===== config.mk =====
export PLATFORM = sky130hd
export DESIGN_NAME = mp_out_port
export DESIGN_NICKNAME = d
export VERILOG_FILES = /design/src/rtl/mp_pkg.sv /design/src/rtl/mp_sync_fifo.sv /design/src/rtl/mp_out_port.sv
export SDC_FILE = /design/constraint.sdc
export NUM_CORES = 1
export LEC_CHECK = 0
export CAP_MARGIN = 20
export CELL_PAD_IN_SITES_DETAIL_PLACEMENT = 0
export CELL_PAD_IN_SITES_GLOBAL_PLACEMENT = 1
export CORE_ASPECT_RATIO = 0.6
export CORE_UTILIZATION = 46
export CTS_BUF_LIST = sky130_fd_sc_hd__clkbuf_8
export DETAILED_ROUTE_END_ITERATION = 10
export PLACE_DENSITY = 0.9
export SYNTH_ARGS = -nofsm -noshare
export SYNTH_HDL_FRONTEND = slang
export SYNTH_SLANG_ARGS = --single-unit

===== constraint.sdc =====
create_clock -name i_clk -period 4.57 [get_ports i_clk]
set_clock_uncertainty 0.05 [all_clocks]
set_input_delay 0.6855 -clock i_clk [delete_from_list [all_inputs] [get_ports i_clk]]
set_output_delay 0.6855 -clock i_clk [all_outputs]
set_load 0.03 [all_outputs]

===== src/rtl/mp_pkg.sv =====
// mp_pkg: shared constants for the MP output path.
//   MP_DATA_W        - datapath word width
//   MP_OUT_PORT_ADDR - I/O address the decoder matches to raise the port write enable
package mp_pkg;
    localparam int         MP_DATA_W        = 16;
    localparam logic [7:0] MP_OUT_PORT_ADDR = 8'h01;
endpackage


===== src/rtl/mp_sync_fifo.sv =====
// mp_sync_fifo: single-clock FIFO holding storage, pointers and occupancy.
//   i_clk, i_rst_n - clock, async active-low reset
//   i_push, i_data - store i_data at the write pointer (caller guarantees not full)
//   i_pop          - advance the read pointer (caller guarantees not empty)
//   o_head         - storage[rd_ptr], unqualified
//   o_count        - occupancy, 0..DEPTH
module mp_sync_fifo
    import mp_pkg::*;
#(
    parameter  int DATA_W = MP_DATA_W,
    parameter  int DEPTH  = 4,
    localparam int PTR_W  = $clog2(DEPTH),
    localparam int CNT_W  = PTR_W + 1
) (
    input  logic              i_clk,
    input  logic              i_rst_n,
    input  logic              i_push,
    input  logic [DATA_W-1:0] i_data,
    input  logic              i_pop,
    output logic [DATA_W-1:0] o_head,
    output logic [CNT_W-1:0]  o_count
);

    logic [DATA_W-1:0] r_mem [DEPTH];
    logic [PTR_W-1:0]  r_wr_ptr;
    logic [PTR_W-1:0]  r_rd_ptr;
    logic [CNT_W-1:0]  r_count;

    // Pointers are exactly log2(DEPTH) bits, so the increment wraps modulo DEPTH.
    always_ff @(posedge i_clk or negedge i_rst_n) begin
        if (!i_rst_n) begin
            r_wr_ptr <= '0;
            r_rd_ptr <= '0;
            r_count  <= '0;
            for (int i = 0; i < DEPTH; i++) r_mem[i] <= '0;
        end else begin
            if (i_push) begin
                r_mem[r_wr_ptr] <= i_data;
                r_wr_ptr        <= r_wr_ptr + PTR_W'(1);
            end
            if (i_pop) r_rd_ptr <= r_rd_ptr + PTR_W'(1);
            case ({i_push, i_pop})
                2'b10:   r_count <= r_count + CNT_W'(1);
                2'b01:   r_count <= r_count - CNT_W'(1);
                default: r_count <= r_count;
            endcase
        end
    end

    assign o_head  = r_mem[r_rd_ptr];
    assign o_count = r_count;

endmodule


===== src/rtl/mp_out_port.sv =====
// mp_out_port: consumer end of the MP output path. Buffers core OUT writes and
// hands them to an external reader over valid/ready.
//   i_clk, i_rst_n         - clock, async active-low reset
//   i_wr_en, i_wr_data     - core write strobe and word
//   o_full                 - DEPTH words buffered; core must stall
//   o_rd_valid, o_rd_data  - head-of-FIFO word (0 when empty)
//   i_rd_ready             - reader accepts o_rd_data this cycle
//   o_design_out           - last word accepted from the core
//   o_count                - occupancy
//   o_overflow             - sticky; write attempted while full
module mp_out_port
    import mp_pkg::*;
#(
    parameter  int DATA_W = MP_DATA_W,
    parameter  int DEPTH  = 4,
    localparam int CNT_W  = $clog2(DEPTH) + 1
) (
    input  logic              i_clk,
    input  logic              i_rst_n,
    input  logic              i_wr_en,
    input  logic [DATA_W-1:0] i_wr_data,
    output logic              o_full,
    output logic              o_rd_valid,
    input  logic              i_rd_ready,
    output logic [DATA_W-1:0] o_rd_data,
    output logic [DATA_W-1:0] o_design_out,
    output logic [CNT_W-1:0]  o_count,
    output logic              o_overflow
);

    logic [CNT_W-1:0]  w_count;
    logic [DATA_W-1:0] w_head;
    logic              w_push;
    logic              w_pop;
    logic [DATA_W-1:0] r_design_out;
    logic              r_overflow;

    // Flags come only from the registered count, so i_rd_ready never reaches o_full.
    // A write while full is rejected even if the same cycle pops.
    assign o_full     = (w_count == CNT_W'(DEPTH));
    assign o_rd_valid = (w_count != '0);
    assign w_push     = i_wr_en && !o_full;
    assign w_pop      = o_rd_valid && i_rd_ready;

    mp_sync_fifo #(.DATA_W(DATA_W), .DEPTH(DEPTH)) u_fifo (
        .i_clk   (i_clk),
        .i_rst_n (i_rst_n),
        .i_push  (w_push),
        .i_data  (i_wr_data),
        .i_pop   (w_pop),
        .o_head  (w_head),
        .o_count (w_count)
    );

    always_ff @(posedge i_clk or negedge i_rst_n) begin
        if (!i_rst_n) begin
            r_design_out <= '0;
            r_overflow   <= 1'b0;
        end else begin
            if (w_push) r_design_out <= i_wr_data;
            if (i_wr_en && o_full) r_overflow <= 1'b1;
        end
    end

    assign o_rd_data    = o_rd_valid ? w_head : '0;
    assign o_design_out = r_design_out;
    assign o_count      = w_count;
    assign o_overflow   = r_overflow;

endmodule


==> results of run 1 <==
-- worst register-to-register path, cell delays in order (launching register included) --
cell and delay (ps):
dfrtp_1 480, or3_1 570, and2_1 280, ha_1 200
inv_1 60, fa_1 380, xor2_1 150, nor2_1 130
xor2_1 160
-- cell usage in the layout (no fill, tap or decap), drive strengths merged --
| cell type | n |
|---|---|
| clkinvlp | 1 |
| nand2b | 1 |
| xor2 | 3 |
| buf | 4 |
| clkbuf | 9 |
| a21o | 1 |
| xnor2 | 3 |
| mux4 | 16 |
| clkdlybuf4s50 | 56 |
| mux2i | 1 |
| and2 | 17 |
| nand3 | 1 |
| inv | 6 |
| clkinv | 2 |
| dfrtp | 88 |
| mux2 | 81 |
| nand2 | 4 |
| nor3b | 1 |
| fa | 1 |
| nor2 | 5 |
| bufinv | 3 |
| or3 | 1 |
| ha | 5 |
-- metrics by stage --
step / std cells / area, sq um / total power, mW / worst slack [ps]
after detailed placement: 402 / 4560 / 3.46 / 1760
after global placement: 402 / 4560 / 3.40 / 1780
final: 418 / 4790 / 4.05 / 1390
after global routing: 418 / 4790 / 4.29 / 1260
after floorplan: 246 / 3940 / 2.78 / 1910
after CTS: 418 / 4790 / 4.11 / 1340
-- synth_stat cells, drive strengths merged --
library cell	n
clkbuf	2
nor2	5
nor3b	1
buf	10
xnor2	3
nand2	4
mux2i	1
and2	17
ha	5
mux2	81
or3	1
mux4	16
nand2b	1
a21o	1
fa	1
dfrtp	88
xor2	3
inv	5
nand3	1
-- sequential cells by signal, indices dropped and copies added, names as in the netlist --
signal and flops:
u_fifo.r_mem 64, o_design_out 16, u_fifo.o_count 3, u_fifo.r_rd_ptr 2
u_fifo.r_wr_ptr 2, o_overflow 1
-- layout make-up --
| type | instances | area (sq um) |
|---|---|---|
| Clock inverter | 7 | 111 |
| Fill cell | 642 | 3280 |
| Tap cell | 108 | 135 |
| Sequential cell | 88 | 2200 |
| Inverter | 5 | 18.8 |
| Multi-Input combinational cell | 141 | 1610 |
| Timing Repair Buffer | 60 | 591 |
| Clock buffer | 9 | 124 |
-- worst max path at each step --
stage                        endpoint  slack (ps)  depth (start not counted)
finish                   o_rd_data[6]        1390                          3
global route             o_rd_data[9]        1260                          3
CTS                      o_rd_data[6]        1340                          3
detailed placement       o_rd_data[6]        1760                          3
global placement         o_rd_data[5]        1780                          3
floorplan           u_fifo.o_count[2]        1910                         10
-- power by group --
group          switching (mW)  total, mW  internal, mW
clock network           0.268      0.627         0.359
logic                   0.953       2.03          1.08
registers               0.242       1.39          1.15
-- layer usage --
| layer | up-vias | track usage [%] | share of wire, % |
|---|---|---|---|
| met5 | - | 0 | 0 |
| met4 | 0 | 5.21 | 0.53 |
| met3 | 6 | 5.98 | 4.5 |
| met2 | 55 | 27.7 | 44 |
| met1 | 1122 | 27.6 | 51 |
| li1 | 994 | - | - |
-- cells by family after synthesis --
logic type                 synth area share, %
adders and majority gates                 2.10
buffers and inverters                     3.15
and+or+nand+nor                           4.73
AOI/OAI and AO/OA                        0.191
xor gates and xnor gates                  1.33
DFF                                       55.9
muxes                                     32.6
==> metrics.md, run 1 <==
| Metric | Value |
|---|---|
| Outcome | `complete, no violations` |
| Clock transition at the registers of the reported paths | `about 80 ps` |
| R2r endpoint | `u_fifo.o_count[2]` |
| CP bufs+invs | `1` |
| Worst skew pair latency | `roughly 350 ps` |
| Library cells used by synthesis | `25` |
| Maximum Capacitance Violations | `0` |
| Num CTS Buffers | `9` |
| Iteration count of the initial detailed-routing pass | `4` |
| Area Overhead vs Synth | `21.7%` |
| Slowest stage delay, CP | `just under 900 ps` |
| Port Buffers | `between 50 and 60` |
| Die W | `121 microns` |
| Final core occ | `59.4%` |
| Required time worst endpoint | `3830 ps` |
| Via Count | `between 2000 and 2500` |
| Remaining global-route overflow | `0` |
| Final number of max-transition violations | `0` |
| Final ANT Viol Nets | `0` |
| Total negative slack | `0 ps` |
| Worst r2r src | `u_fifo.o_count[0]` |
| Avg WL per Cell | `approximately 18 microns` |
| Seq/Total Area, Yosys | `between 50 and 60%` |
| Avg Inst Size Synth | `around 16 sq um` |
| Worst path cell trace | `mux4_2 -> and2_1 -> clkdlybuf4s50_1` |
| RSZ-0062 raised after global routing | `no` |
| Synth area leader | `dfrtp_1` |
| Starting density of the core | `about half` |
| Synth area leaders | `dfrtp_1, mux2_2, mux4_2` |
| GRT Overall Usage | `19.0%` |
| Diodes inserted | `0` |
| Worst VDD drop | `between 0.0004 and 0.0005 V` |
| Clk buf depth | `2` |
| Syn Nets | `272` |
| Clk root buf | `clkbuf_8` |
| Clk sinks | `88` |
| Crit path arrival time | `roughly 2500 ps` |
| Crit. End Element | `output pin` |
| Hold-fix buffers, CTS | `0` |
| PostCTS Resize Cnt | `0` |
| TritonCTS clock tree | `done` |
| Vias in the first global route | `around 2300` |
| Final period util | `about 70%` |
| CP Class | `flip-flop to output pin` |
| Largest net degree at the start of global routing | `51` |
| DP Wirelength | `~4900 microns` |
| Max FO, Critical Path | `17` |
| Synthesis warning total | `0` |
| Placer Congestion | `0.791` |
| Final-stage net count | `~330` |
| Critical Path Source Type | `flip-flop` |
| Initial antenna violation count | `0` |
| Top-area cell type share of the netlist area | `55.9%` |
| Final Hold Viols | `0` |
| CP Launch Point | `u_fifo.r_rd_ptr[1]` |
| Worst path slowest cell | `dfrtp_1` |
| Slew @ Worst Pin | `about 1000 ps` |
| Layout cells sized above 1 | `about two fifths` |
| Cells after Synth | `about 250` |
| DR vias/cell | `around 5.2` |
| Pwr Density | `between 800 and 900 mW/mm^2` |
| Number of core rows | `25` |
| Peak Freq | `roughly 310 MHz` |
| H-tree depth | `3` |
| R2R setup slack | `2040 ps` |
| Final WL | `around 7500 microns` |
| Post-Syn Area | `0.00394 sq mm` |
| Headroom to the max-slew limit | `between 30% and 40%` |
| Path depth of the worst reg2reg path | `8` |
| First-pass GRT wire length | `approximately 12000 microns` |
| I/O pin cnt | `a little under 60` |
| Post-CTS Setup Repair Bufs | `0` |
| Hold Slack | `235 ps` |
| Starting DRT DRC Count | `84` |
| Tmin final | `3180 ps` |
| Synthesized flop and latch total | `88` |
| # DRC | `0` |
| Die H | `approximately 74 microns` |
| Leak pwr | `slightly below 2 nW` |
| Top delay family on crit path | `flip-flops` |
| Core ar. | `between 0.008 and 0.009 sq mm` |
| Area of the die | `~0.009 sq mm` |
| HP Class | `primary input to asynchronous set/reset pin` |
| Final setup fails | `0` |
Power figures use the tool's default switching activity.
==> run 2: changes to the inputs <==
==> constraint.sdc (replaced) <==
create_clock -name i_clk -period 3.1 [get_ports i_clk]
set_clock_uncertainty 0.05 [all_clocks]
set_input_delay 0.465 -clock i_clk [delete_from_list [all_inputs] [get_ports i_clk]]
set_output_delay 0.465 -clock i_clk [all_outputs]
set_load 0.03 [all_outputs]
==> metrics.md, run 2 (synthesized netlist as in run 1, its figures left out) <==
| Metric | Value |
|---|---|
| Post-CTS Setup Repair Bufs | `0 (unchanged)` |
| Layout cells sized above 1 | `40.1% (+1.7 points)` |
| Comb pwr share | `52.6% (+2.5 points)` |
| Power share of the clock group | `13.2% (-2.3 points)` |
| Final number of max-transition violations | `0 (unchanged)` |
| Core ar. | `0.00807 sq mm (unchanged)` |
| Psw | `2.18 mW (+49%)` |
| Multi-input logic area | `0.00161 sq mm (unchanged)` |
| Iteration count of the initial detailed-routing pass | `4 (unchanged)` |
| Worst path cell trace | `or3_1 -> and2_1 -> clkdlybuf4s50_1` |
| Crit path arrival time | `2390 ps (-60 ps)` |
| Largest register by flop count | `u_fifo.r_mem` |
| Clk root buf | `clkbuf_8` |
| Cell area after layout | `0.00484 sq mm (+1.1%)` |
| GRT Overall Usage | `19.7% (+0.67 points)` |
| Final Hold Viols | `0 (unchanged)` |
| Clk sinks | `88 (unchanged)` |
| Hold-critical path depth | `1` |
| Worst path slowest cell | `or3_1` |
| Final ANT Viol Nets | `0 (unchanged)` |
| Die H | `73.7 microns (unchanged)` |
| Commonest non-fill, non-tap cell in the layout | `dfrtp_1` |
| Area of the die | `0.00895 sq mm (unchanged)` |
| Clock transition at the registers of the reported paths | `90 ps (about the same)` |
| Storage cell area | `0.00220 sq mm (unchanged)` |
| Total negative slack | `0 ps (unchanged)` |
| Final period util | `between 90% and 100%` |
| Pwr Density | `1220 mW/mm^2 (+44%)` |
| First-pass GRT wire length | `12800 microns (+3.2%)` |
| Largest net degree at the start of global routing | `89 (+75%)` |
| Most frequent cells in the layout | `dfrtp_1, mux2_2, clkdlybuf4s50_1` |
| Worst VDD drop | `0.000671 V (+44%)` |
| Max FO, Critical Path | `19 (+2)` |
| Final WL | `7630 microns (+1.4%)` |
| Worst skew pair latency | `370 ps (+20 ps)` |
| TritonCTS clock tree | `done` |
| Leak pwr | `2.01 nW (+1.4%)` |
| I/O pin cnt | `58 (unchanged)` |
| Sw Ratio | `37.1% (+1.0 points)` |
| Int Pwr | `3.70 mW (+43%)` |
| Placer Congestion | `0.662 (-16%)` |
| Num CTS Buffers | `9 (unchanged)` |
| Avg WL per Cell | `17.9 microns (-0.74%)` |
| Port Buffers | `57 (unchanged)` |
| Fillers | `634 (-1.2%)` |
| Final setup fails | `0 (unchanged)` |
| # DRC | `0 (unchanged)` |
| DP Wirelength | `5240 microns (+5.9%)` |
| Max reg flops | `64 (unchanged)` |
| Area Overhead vs Synth | `23.0%` |
| Diodes inserted | `0 (unchanged)` |
| Via Count | `2256 (+3.6%)` |
| Slew @ Worst Pin | `652 ps (-354 ps)` |
| Remaining global-route overflow | `0 (unchanged)` |
| Peak Freq | `between 300 and 400 MHz` |
| RSZ-0062 raised after global routing | `no` |
| H-tree depth | `3 (unchanged)` |
| Critical Path Source Type | `flip-flop` |
| Die W | `121 microns (unchanged)` |
| Number of core rows | `25 (unchanged)` |
| DR vias/cell | `5.28 (+1.4%)` |
| Crit. End Element | `output pin` |
| Tmin final | `~2900 ps` |
| Path depth of the worst reg2reg path | `8 (unchanged)` |
| HP Class | `flip-flop to flip-flop` |
| Headroom to the max-slew limit | `56.5% (+24 points)` |
| Initial antenna violation count | `0 (unchanged)` |
| Required time worst endpoint | `2580 ps (-1250 ps)` |
| Final-stage net count | `340 (+2.7%)` |
| Placed Area | `0.00461 sq mm (+1.2%)` |
| Outcome | `complete, no violations` |
| Vias in the first global route | `2481 (+6.5%)` |
| Reg power frac | `34.2% (-0.2 points)` |
| CP Class | `flip-flop to output pin` |
| Starting density of the core | `48.8% (unchanged)` |
| Slowest stage delay, CP | `670 ps (-220 ps)` |
| Starting DRT DRC Count | `95 (+13%)` |
| Clk buf depth | `2 (unchanged)` |
| Maximum Capacitance Violations | `0 (unchanged)` |
run 2: through the flow:
stage / worst slack (ps) / total power, mW / std cells / hold WS (ps) / util, %
6_report: 198 / 5.89 / 427 / 407 / 60.0
5_1_grt: 107 / 6.24 / 427 / 450 / 60.0
4_1_cts: 174 / 5.95 / 425 / 283 / 59.6
3_5_place_dp: 600 / 5.16 / 409 / 394 / 57.1
3_3_place_gp: 633 / 5.05 / 409 / 389 / 57.1
2_1_floorplan: 441 / 4.10 / 246 / 119 / -
run 2: path summary, 6_finish.rpt:
path                       slack [ps]                end              start
min reg2reg                       410         o_overflow         o_overflow
min                               410         o_overflow         o_overflow
max in group asynchronous        1940   u_fifo.r_mem[24]            i_rst_n
min in group asynchronous         450   u_fifo.r_mem[48]            i_rst_n
max reg2reg                       620  u_fifo.o_count[2]  u_fifo.o_count[0]
max                               200       o_rd_data[8]  u_fifo.o_count[0]
run 2: repair_timing:
item	4_1_cts	5_1_grt
resized for setup	0	0
hold endpoints to repair	0	12
hold buffers	0	1
run 2: cell type report:
cell class                 instances  area share [%]
inverter                           5           0.387
timing repair buffer              69            14.0
tap                              108            2.79
multi-input combinational        141            33.3
sequential                        88            45.5
clock buffer                       9            2.56
clock inverter                     7            1.50
run 2: power by group through the flow:
stage          sequential, mW  combinational (mW)  clock (mW)
2_1_floorplan            2.11                1.99           0
3_3_place_gp             1.99                3.06           0
3_5_place_dp             2.03                3.12           0
4_1_cts                  2.01                3.14       0.803
5_1_grt                  2.08                3.32       0.841
6_report                 2.01                3.10       0.775
run 2: routing by layer:
| metal | vias up | share of wire, % | global-route usage (%) |
|---|---|---|---|
| met2 | 52 | 47 | 31.9 |
| met4 | 0 | 0.80 | 5.35 |
| li1 | 1006 | - | - |
| met3 | 6 | 5.1 | 6.29 |
| met5 | - | 0 | 0 |
| met1 | 1192 | 47 | 25.8 |
run 2: critical path: cells and delay by family (launching register included):
family                 cells  cell delay [ps]
buffers and inverters      1              590
DFF                        1              460
and+or+nand+nor            2              950
